File: src/rtl/irq_pkg.sv
// irq_pkg: shared mode enum, default parameters and width helpers for irq_timer_ctrl
package irq_pkg;
  typedef enum logic {MODE_PERIODIC = 1'b0, MODE_ONESHOT = 1'b1} mode_e;
  localparam int DEF_NUM_CH = 2;
  localparam int DEF_WIDTH = 8;
  localparam int DEF_NUM_EXT = 1;
  function automatic int num_src(input int num_ch, input int num_ext);
    return num_ch + num_ext;
  endfunction
  function automatic int id_w(input int n);
    return (n > 2) ? $clog2(n) : 1;
  endfunction
endpackage

File: src/rtl/timer_channel.sv
// timer_channel: one periodic/one-shot counter with registered terminal-count pulse
module timer_channel import irq_pkg::*; #(
  parameter int WIDTH = DEF_WIDTH
) (
  input  logic             clk,
  input  logic             rst,
  input  logic             en,
  input  logic             wr,
  input  logic [WIDTH-1:0] cfg_limit,
  input  logic             cfg_oneshot,
  output logic             hit,
  output logic             ovf
);
  logic [WIDTH-1:0] count;
  logic [WIDTH-1:0] limit;
  mode_e            mode;
  logic             armed;
  // hit is the wrap event of this edge; the top uses it to set pending alongside ovf
  assign hit = en && armed && !wr && count == limit;
  always_ff @(posedge clk or negedge rst)
    if (!rst) begin
      count <= '0;
      limit <= '1;
      mode  <= MODE_PERIODIC;
      armed <= 1'b0;
      ovf   <= 1'b0;
    end else begin
      ovf <= hit;
      if (wr) begin
        count <= '0;
        limit <= cfg_limit;
        mode  <= mode_e'(cfg_oneshot);
        armed <= 1'b1;
      end else if (en && armed) begin
        count <= hit ? '0 : count + WIDTH'(1);
        if (hit && mode == MODE_ONESHOT) armed <= 1'b0;
      end
    end
endmodule

File: src/rtl/irq_timer_ctrl.sv
// irq_timer_ctrl: timer channels plus synchronised external lines feeding a sticky
// pending register with fixed lowest-id-wins priority and ack-based clearing
module irq_timer_ctrl import irq_pkg::*; #(
  parameter  int NUM_CH  = DEF_NUM_CH,
  parameter  int WIDTH   = DEF_WIDTH,
  parameter  int NUM_EXT = DEF_NUM_EXT,
  localparam int NUM_SRC = num_src(NUM_CH, NUM_EXT),
  localparam int ID_W    = id_w(NUM_SRC),
  localparam int CH_W    = id_w(NUM_CH)
) (
  input  logic               clk,
  input  logic               rst,
  input  logic [NUM_CH-1:0]  timer_en,
  input  logic               cfg_wr,
  input  logic [CH_W-1:0]    cfg_ch,
  input  logic [WIDTH-1:0]   cfg_limit,
  input  logic               cfg_oneshot,
  input  logic [NUM_SRC-1:0] src_mask,
  input  logic [NUM_EXT-1:0] ext_inter,
  input  logic               irq_ack,
  output logic               irq_valid,
  output logic [ID_W-1:0]    irq_id,
  output logic [NUM_CH-1:0]  ovf
);
  localparam logic [NUM_SRC-1:0] ONE = NUM_SRC'(1);
  logic [NUM_CH-1:0]  hit;
  logic [NUM_EXT-1:0] s1, s2, s3;
  logic [NUM_EXT-1:0] rise;
  logic [NUM_SRC-1:0] pending, act, clr;
  // channel indices >= NUM_CH never match a generated instance, so such writes drop
  for (genvar c = 0; c < NUM_CH; c++) begin : g_ch
    timer_channel #(.WIDTH(WIDTH)) u_ch (
      .clk,
      .rst,
      .en(timer_en[c]),
      .wr(cfg_wr && cfg_ch == CH_W'(c)),
      .cfg_limit,
      .cfg_oneshot,
      .hit(hit[c]),
      .ovf(ovf[c])
    );
  end
  assign rise = s2 & ~s3;
  assign clr = (irq_ack && irq_valid) ? ONE << irq_id : '0;
  assign irq_valid = |act;
  always_ff @(posedge clk or negedge rst)
    if (!rst) begin
      s1 <= '0;
      s2 <= '0;
      s3 <= '0;
      pending <= '0;
    end else begin
      s1 <= ext_inter;
      s2 <= s1;
      s3 <= s2;
      pending <= (pending & ~clr) | {rise, hit};
    end
  always_comb begin
    act = pending & src_mask;
    irq_id = '0;
    for (int i = NUM_SRC - 1; i >= 0; i--)
      if (act[i]) irq_id = ID_W'(i);
  end
endmodule

File: config.mk
export PLATFORM = sky130hd
export DESIGN_NAME = irq_timer_ctrl
export DESIGN_NICKNAME = d
export VERILOG_FILES = /design/src/rtl/irq_pkg.sv /design/src/rtl/timer_channel.sv /design/src/rtl/irq_timer_ctrl.sv
export SDC_FILE = /design/constraint.sdc
export NUM_CORES = 1
export LEC_CHECK = 0
export CORE_MARGIN = 1
export CORE_UTILIZATION = 42
export DETAILED_ROUTE_END_ITERATION = 16
export SYNTH_ARGS = -nofsm -noshare
export SYNTH_HDL_FRONTEND = slang
export SYNTH_HIERARCHICAL = 1
export SYNTH_SLANG_ARGS = --single-unit
File: constraint.sdc
create_clock -name clk -period 2.25 [get_ports clk]
set_input_delay 0.45 -clock clk [delete_from_list [all_inputs] [get_ports clk]]
set_output_delay 0.45 -clock clk [all_outputs]
set_load 0.1 [all_outputs]
# After elaboration in Yosys (flattened, before gate mapping)
# Cells that the tools add are included.
[totals]
register_bits = 44
latchBits = 0
ram_bits = 0
mem_bits_ro = 0
in_bits = 20
out_inout_bits = 5
word_cells = 62
n_memories = 0
[classes]
n_addsub = 2
n_mul = 0
div_mod_pow = 0
magnitude_cmp = 0
n_eq_ne = 2
shift = 1
mux = 16
n_bitwise = 7
n_reduce_logical = 20
[op_table]
columns = ["operator", "count"]
rows = [
  ["$mux 8", 6],
  ["$add 8x1->8 const B", 2],
  ["$eq 8x8->1", 2],
  ["$logic_and 1x1->1", 11],
  ["$reduce_bool 2->1", 4],
  ["$and 3x3->3", 2],
  ["$mux 1", 6],
  ["$mux 2", 3],
  ["$reduce_and 2->1", 2],
  ["$mux 3", 1],
  ["$not 3->3", 1],
  ["$or 3x3->3", 1],
  ["$reduce_or 3->1", 1],
  ["$shl 1x2->3 const A", 1],
  ["$logic_not 1->1", 2],
  ["$not 1->1", 2],
  ["$and 1x1->1", 1],
]

# Logic depth before layout (Yosys ltp)
# Gate-level depths: netlist of run 1.
[logic_depth]
ltp_word = 9
mapped_depth = 5
mapped_depth_nobuf = 5

# Hierarchy
# Netlist of run 1, hierarchy kept.
[by_module_without_submodules]
columns = ["mod", "n_inst", "cells_per_inst", "area_per_inst_um2", "seq_area_each_um2"]
rows = [
  ["timer_channel (g_ch[1].u_ch)", 1, 79, 920.9, 485.5],
  ["timer_channel (g_ch[0].u_ch)", 1, 79, 914.6, 485.5],
  ["irq_timer_ctrl", 1, 23, 237.7, 150.1],
]

# Worst setup path before layout of run 1
# Ideal clock, no wire load.
[synth_path]
path_kind = "input to output"
start = "input src_mask[1]"
end = "output irq_id[0]"
arrival_ns = 1.972
required_time_ns = 1.800
slack_ns = -0.172
path_stages = 2
n_path_buf = 0
cell_sequence = "nand2_1 -> a21oi_1"
[synth_via]
elab_chain_len = 3
[synth_lines]
columns = ["element", "line", "text"]
rows = [
  ["start, declared", "irq_timer_ctrl.sv:18", "input logic [NUM_SRC-1:0] src_mask,"],
  ["$and 3x3->3", "irq_timer_ctrl.sv:59", "act = pending & src_mask;"],
  ["$mux 2 (2 in series)", "irq_timer_ctrl.sv:62", "if (act[i]) irq_id = ID_W'(i);"],
  ["end, declared", "irq_timer_ctrl.sv:22", "output logic [ID_W-1:0] irq_id,"],
]
# No other way between the ends.

# Worst setup path after layout of run 1
[layout_path]
start = "input src_mask[1]"
end = "output irq_id[1]"
# Same word-level chain as after synthesis.

==> results of run 1 <==
[synthesized netlist by cell type (all sizes together), types with 5 or more instances]
master and instances:
a21oi 6, a22o 5, dfrtp 28, dfstp 16, mux2 18, nand2 24, nand3 11, nor2 8
o21ai 14, xor2 17
[through the flow]
step / area, um^2 / total power [mW] / util, %
after CTS: 2549 / 1.841 / 53.96
after detailed placement: 2459 / 1.335 / 52.05
after global routing: 2549 / 1.927 / 53.96
final: 2549 / 1.813 / 53.96
after global placement: 2459 / 1.322 / 52.05
after floorplan: 2079 / 1.195 / -
[where the power goes]
group	leakage, nW	switching [mW]	internal (mW)	total, mW
Clock	0.0455	0.246	0.250	0.497
Sequential	0.530	0.0755	0.902	0.977
Combinational	0.496	0.171	0.168	0.339
Total	1.07	0.493	1.32	1.81
[worst paths after layout]
kind                                          to                   from  slack, ns  depth (start not counted)
min in group clk                              s2                     s1       0.35                          0
max in group asynchronous  g_ch[0].u_ch/limit[2]                    rst       1.56                          2
max                                    irq_id[1]            src_mask[1]       0.28                          4
min reg2reg                                   s2                     s1       0.35                          0
max reg2reg                g_ch[1].u_ch/count[3]  g_ch[1].u_ch/limit[1]       0.51                          5
min                        g_ch[1].u_ch/count[4]                    rst       0.12                          1
[area by class of cell]
type | count | area, um^2 | area share, %
Sequential cell | 44 | 1121 | 43.99
Clock buffer | 8 | 90.09 | 3.535
Multi-Input combinational cell | 133 | 943.4 | 37.02
Tap cell | 67 | 83.83 | 3.289
Timing Repair Buffer | 28 | 302.8 | 11.88
Inverter | 2 | 7.507 | 0.2946
[state kept, by name, indices dropped and copies added, names as in the netlist]
| name | count |
|---|---|
| g_ch.u_ch/count | 16 |
| s1 | 1 |
| g_ch.u_ch/armed | 2 |
| g_ch.u_ch/limit | 16 |
| g_ch.u_ch/mode | 2 |
| s2 | 1 |
| pending | 3 |
| g_ch.u_ch/ovf | 2 |
| s3 | 1 |
[layer usage]
metal	vias to the layer above	part of all wire (%)	track usage, %
li1	704	-	-
met5	-	0	0
met1	702	48	23.82
met2	35	47	27.62
met3	4	4.2	4.306
met4	0	1.1	6.754
[cell families after synthesis]
group	count (synthesis)	share of synthesized area, %
AO/OA/AOI/OAI	34	10.86
flip-flops	44	54.07
multiplexers	19	10.26
adder cells (fa/ha/maj)	2	1.207
XOR/XNOR	20	8.449
buffers and inverters	4	0.7245
AND/OR/NAND/NOR	58	14.42
==> flow_summary_export.csv, run 1 <==
group,metric,value,unit
routing,drt_iter0_markers,66,
synth,syn_avg_cell_area,11.45,um^2
synth,syn_inst,181,
global_routing,grt_pass1_vias,1484,
placed_design,place_inst,274,
routing,route.vias.total,1445,
routing,wl_per_cell,14.17,um
cells_and_area,final_common_cell,"dfrtp_1",
clock_tree,cts_resized,0,
outcome,outcome,"complete, no violations",
cells_and_area,drive_gt1_share,28.84,%
floorplanning,die_w,72.26,um
synth,async_flop_share,100.0,%
routing,route.antenna.remaining_nets,0,
pwr,powerDensity,711.3,nW/um^2
synth,yosysWarnings,6,
sta,report.final.slew_viol_count,0,
floorplanning,start_util,43.89,%
sta,worst_slack,0.2763,ns
synth,ys.flop_type,"dfrtp_1",
pwr,power.leakage,1.071,nW
cells_and_area,layout_common_cells,"dfrtp_1, nand2_1, mux2_2, clkdlybuf4s50_1, xor2_1",
synth,ys_seq_elements,44,
worst_setup_path,worstSetupStartpointType,"primary input",
routing,drt-total-wl,3995,um
floorplanning,dieArea,5222,um^2
placed_design,portBuffers,24,
routing,avgViaCountPerCell,5.124,
placed_design,dp_hpwl,3043,um
sta,slew-limit-headroom,57.25,%
synth,synth_top_area_share,33.80,%
clock_tree,clockRootBuffer,"clkbuf_8",
routing,drt_first_pass_iters,4,
floorplanning,std_cell_rows,25,
worst_setup_path,cp_max_fo,3,
global_routing,grt_pass1_wl,7017,um
clock_tree,cts_hold_buf,0,
sta,setup_viol,0,
sta,finClkSkew,0.009229,ns
worst_setup_path,crit_required,1.80,ns
cells_and_area,n_antenna_cell,0,
cells_and_area,fin_nets,236,
hold_path,min_path_type,"in2async",
cells_and_area,stdcell_count,282,
clock_tree,clk_path_buf_depth,2,
cells_and_area,area_delta_synth_final,22.93,%
cells_and_area,nFillCells,417,
sta,fmax,506.7,MHz
synth,yosysSeqAreaShare,54.07,%
global_routing,grt_start_max_net_pins,24,
clock_tree,cts_made_buffers,5,
worst_setup_path,cp.arrival,1.52,ns
clock_tree,numClockSinks,44,
worst_setup_path,crit_type,"in2out",
sta,holdWs,0.1239,ns
flow_run,max-cap-violations,0,
global_routing,antenna_found_initial,0,
routing,drcViolationCount,0,
sta,tns,0,ns
clock_tree,cts_tree,"done",
synth,netlist-cell-type-count,28,
floorplanning,io_pins,25,
clock_tree,htreeDepth,2,
sta,rsz0062_at_grt,"no",
synth,synth_top_cell_by_area,"dfrtp_1",
sta,fin_crit,1.974,ns
global_routing,gr-total-overflow,0,
floorplanning,die_y,72.26,um
sta,fin_crit_sh,87.72,%
worst_setup_path,cp_top_family,"buffers and inverters",
global_routing,gr-usage-all-layers,17.66,%
worst_setup_path,crit_chain,"clkdlybuf4s50_1 > a22o_1 > nor2_2 > buf_12",
synth,ys_top_cells_by_area,"dfrtp_1, dfstp_2, mux2_2",
sta,worstMarginPinSlew,0.6412,ns
clock_tree,clk_pin_slew,0.07,ns
synth,synth_enable_flop_cells,0,
pwr,vdd_drop_max,423.2,uV
clock_tree,post_cts_buffers,0,
clock_tree,clk_latency,0.29,ns
placed_design,gp_congestion,0.8321,
sta,hold_violations,0,
placed_design,dpl_worst_slack,0.1790,ns
worst_setup_path,worst-path-buf-inv,2,
worst_setup_path,end_kind,"output port",
worst_setup_path,crit_path_max_incr_delay,0.45,ns
synth,synth_nets,203,
worst_setup_path,crit_slowest_cell,"clkdlybuf4s50_1",
synth,syn_area,2073,um^2
floorplanning,core-area,4723,um^2
(Power assumes the default switching activity.)
==> run 2: changes to the inputs <==
--- a/config.mk
+++ b/config.mk
@@ -8,6 +8,7 @@
 export CORE_MARGIN = 1
 export CORE_UTILIZATION = 42
 export DETAILED_ROUTE_END_ITERATION = 16
+export PLACE_DENSITY = 0.73
 export SYNTH_ARGS = -nofsm -noshare
 export SYNTH_HDL_FRONTEND = slang
 export SYNTH_HIERARCHICAL = 1
==> constraint.sdc (replaced) <==
create_clock -name clk -period 2.25 [get_ports clk]
set_input_delay 0.45 -clock clk [delete_from_list [all_inputs] [get_ports clk]]
set_output_delay 0.45 -clock clk [all_outputs]
set_load 0.02 [all_outputs]
==> run 2 against run 1 <==
Net effect:
- fmax fell by 3.3%
- critical path depth unchanged
- clock skew barely moved
- largest cell class unchanged
- highest routed layer unchanged
==> flow_summary_export.csv, run 2 (synthesized netlist as in run 1, its figures left out) <==
group,metric,value,unit
floorplanning,die_w,72.26,um
global_routing,grt_start_max_net_pins,45,
clock_tree,clk_latency,0.30,ns
routing,route.antenna.remaining_nets,0,
cells_and_area,stdcell_count,282,
cells_and_area,area_delta_synth_final,24.32,%
pwr,vdd_drop_max,424.1,uV
worst_setup_path,regToRegEndpoint,"g_ch[0].u_ch/count[5]",
worst_setup_path,crit_type,"in2out",
floorplanning,start_util,43.89,%
placed_design,place_inst,274,
routing,route.vias.total,1415,
floorplanning,dieArea,5222,um^2
worst_setup_path,crit_start,"src_mask[1]",
floorplanning,die_y,72.26,um
routing,wl_per_cell,13.45,um
sta,worstMarginPinSlew,0.6511,ns
global_routing,gr-total-overflow,0,
global_routing,gr-usage-all-layers,16.46,%
sta,holdWs,0.2307,ns
sta,rsz0062_at_grt,"no",
routing,drcViolationCount,0,
clock_tree,post_cts_buffers,0,
sta,fmax,490.0,MHz
global_routing,top_usage_layer,"met2",
pwr,finalPower,2.092,mW
clock_tree,clk_path_buf_depth,2,
floorplanning,io_pins,25,
global_routing,globalRouteMet3Util,4.583,%
worst_setup_path,r2r_cells,5,
pwr,powerDensity,811.5,nW/um^2
global_routing,antenna_found_initial,0,
cells_and_area,fin_nets,236,
sta,finClkSkew,0.009633,ns
cells_and_area,layout_common_cells,"dfrtp_1, nand2_1, clkdlybuf4s50_1",
routing,drt_first_pass_iters,4,
clock_tree,clk_pin_slew,0.08,ns
clock_tree,htreeDepth,2,
floorplanning,std_cell_rows,25,
worst_setup_path,r2r_slack,0.51,ns
worst_setup_path,reg2reg_from,"g_ch[0].u_ch/count[0]",
global_routing,grt_pass1_wl,6534,um
cells_and_area,largestRegisters,"g_ch.u_ch/count (16), g_ch.u_ch/limit (16), pending (3)",
clock_tree,clockRootBuffer,"clkbuf_8",
cells_and_area,drive_gt1_share,26.51,%
global_routing,grt_use_met1,23.09,%
sta,fin_crit_sh,90.70,%
worst_setup_path,crit_required,1.80,ns
placed_design,dp_hpwl,2676,um
pwr,power.leakage,1.115,nW
placed_design,gp_congestion,0.8178,
floorplanning,core-area,4723,um^2
sta,report.final.slew_viol_count,0,
worst_setup_path,cp.arrival,1.59,ns
sta,hold_violations,0,
sta,fin_crit,2.041,ns
hold_path,min_path_type,"in2async",
clock_tree,cts_made_buffers,5,
sta,tns,0,ns
clock_tree,cts_tree,"done",
global_routing,grt_pass1_vias,1340,
clock_tree,numClockSinks,44,
outcome,outcome,"complete, no violations",
routing,avgViaCountPerCell,5.018,
sta,slew-limit-headroom,56.59,%
worst_setup_path,end_kind,"output port",
global_routing,grt_use_met2,24.51,%
routing,drt_iter0_markers,109,
worst_setup_path,cp_max_fo,3,
sta,setup_viol,0,
cells_and_area,n_antenna_cell,0,
cells_and_area,final_common_cell,"dfrtp_1",
cells_and_area,final_core_util,54.57,%
routing,drt-total-wl,3793,um
worst_setup_path,worstSetupStartpointType,"primary input",
flow_run,max-cap-violations,0,
placed_design,portBuffers,24,
[run 2: how the worst max path moves through the flow]
stage                             to  slack (ns)
2_1_floorplan  g_ch[1].u_ch/count[3]        0.69
3_3_place_gp               irq_id[1]       -0.03
3_5_place_dp               irq_id[1]       -0.06
4_1_cts                    irq_id[0]       0.009
5_1_grt                    irq_id[1]        0.17
6_report                   irq_id[1]        0.21
[run 2: layout make-up]
type,count,area (um^2)
clock inverters,3,90.09
repair buffers,28,269.0
well taps,67,83.83
inverters,2,7.507
clock buffers,5,68.82
multi-input cells,133,937.1
fillers,422,2146
flip-flops and latches,44,1121
[run 2: power breakdown]
part           total (mW)  leakage [nW]  switching, mW  internal [mW]
combinational       0.287         0.507          0.133          0.154
sequential          0.978         0.530         0.0769          0.902
clock               0.826        0.0784          0.271          0.555
[run 2: metrics by stage]
| stage | area (um^2) | worst slack [ns] |
|---|---|---|
| after floorplan | 2073 | 0.6869 |
| after global placement | 2415 | -0.03241 |
| after detailed placement | 2415 | -0.06138 |
| after CTS | 2572 | 0.009127 |
| after global routing | 2577 | 0.1671 |
| final | 2577 | 0.2092 |
[run 2: critical path: stages]
cell and delay, ns:
clkdlybuf4s50_1 0.44, a22o_1 0.27, nor2_1 0.10, dlygate4sd2_1 0.33
[run 2: repair_timing]
item,4_1_cts,5_1_grt
gates resized for setup,1,2
hold buffers,0,0
endpoints found under the hold margin,0,0
endpoints found under the setup margin,1,2
[run 2: metal layers]
layer | vias to the layer above | routed length (um)
met2 | 34 | 1675
met4 | 0 | 42
li1 | 700 | -
met5 | - | 0
met1 | 677 | 1897
met3 | 4 | 179
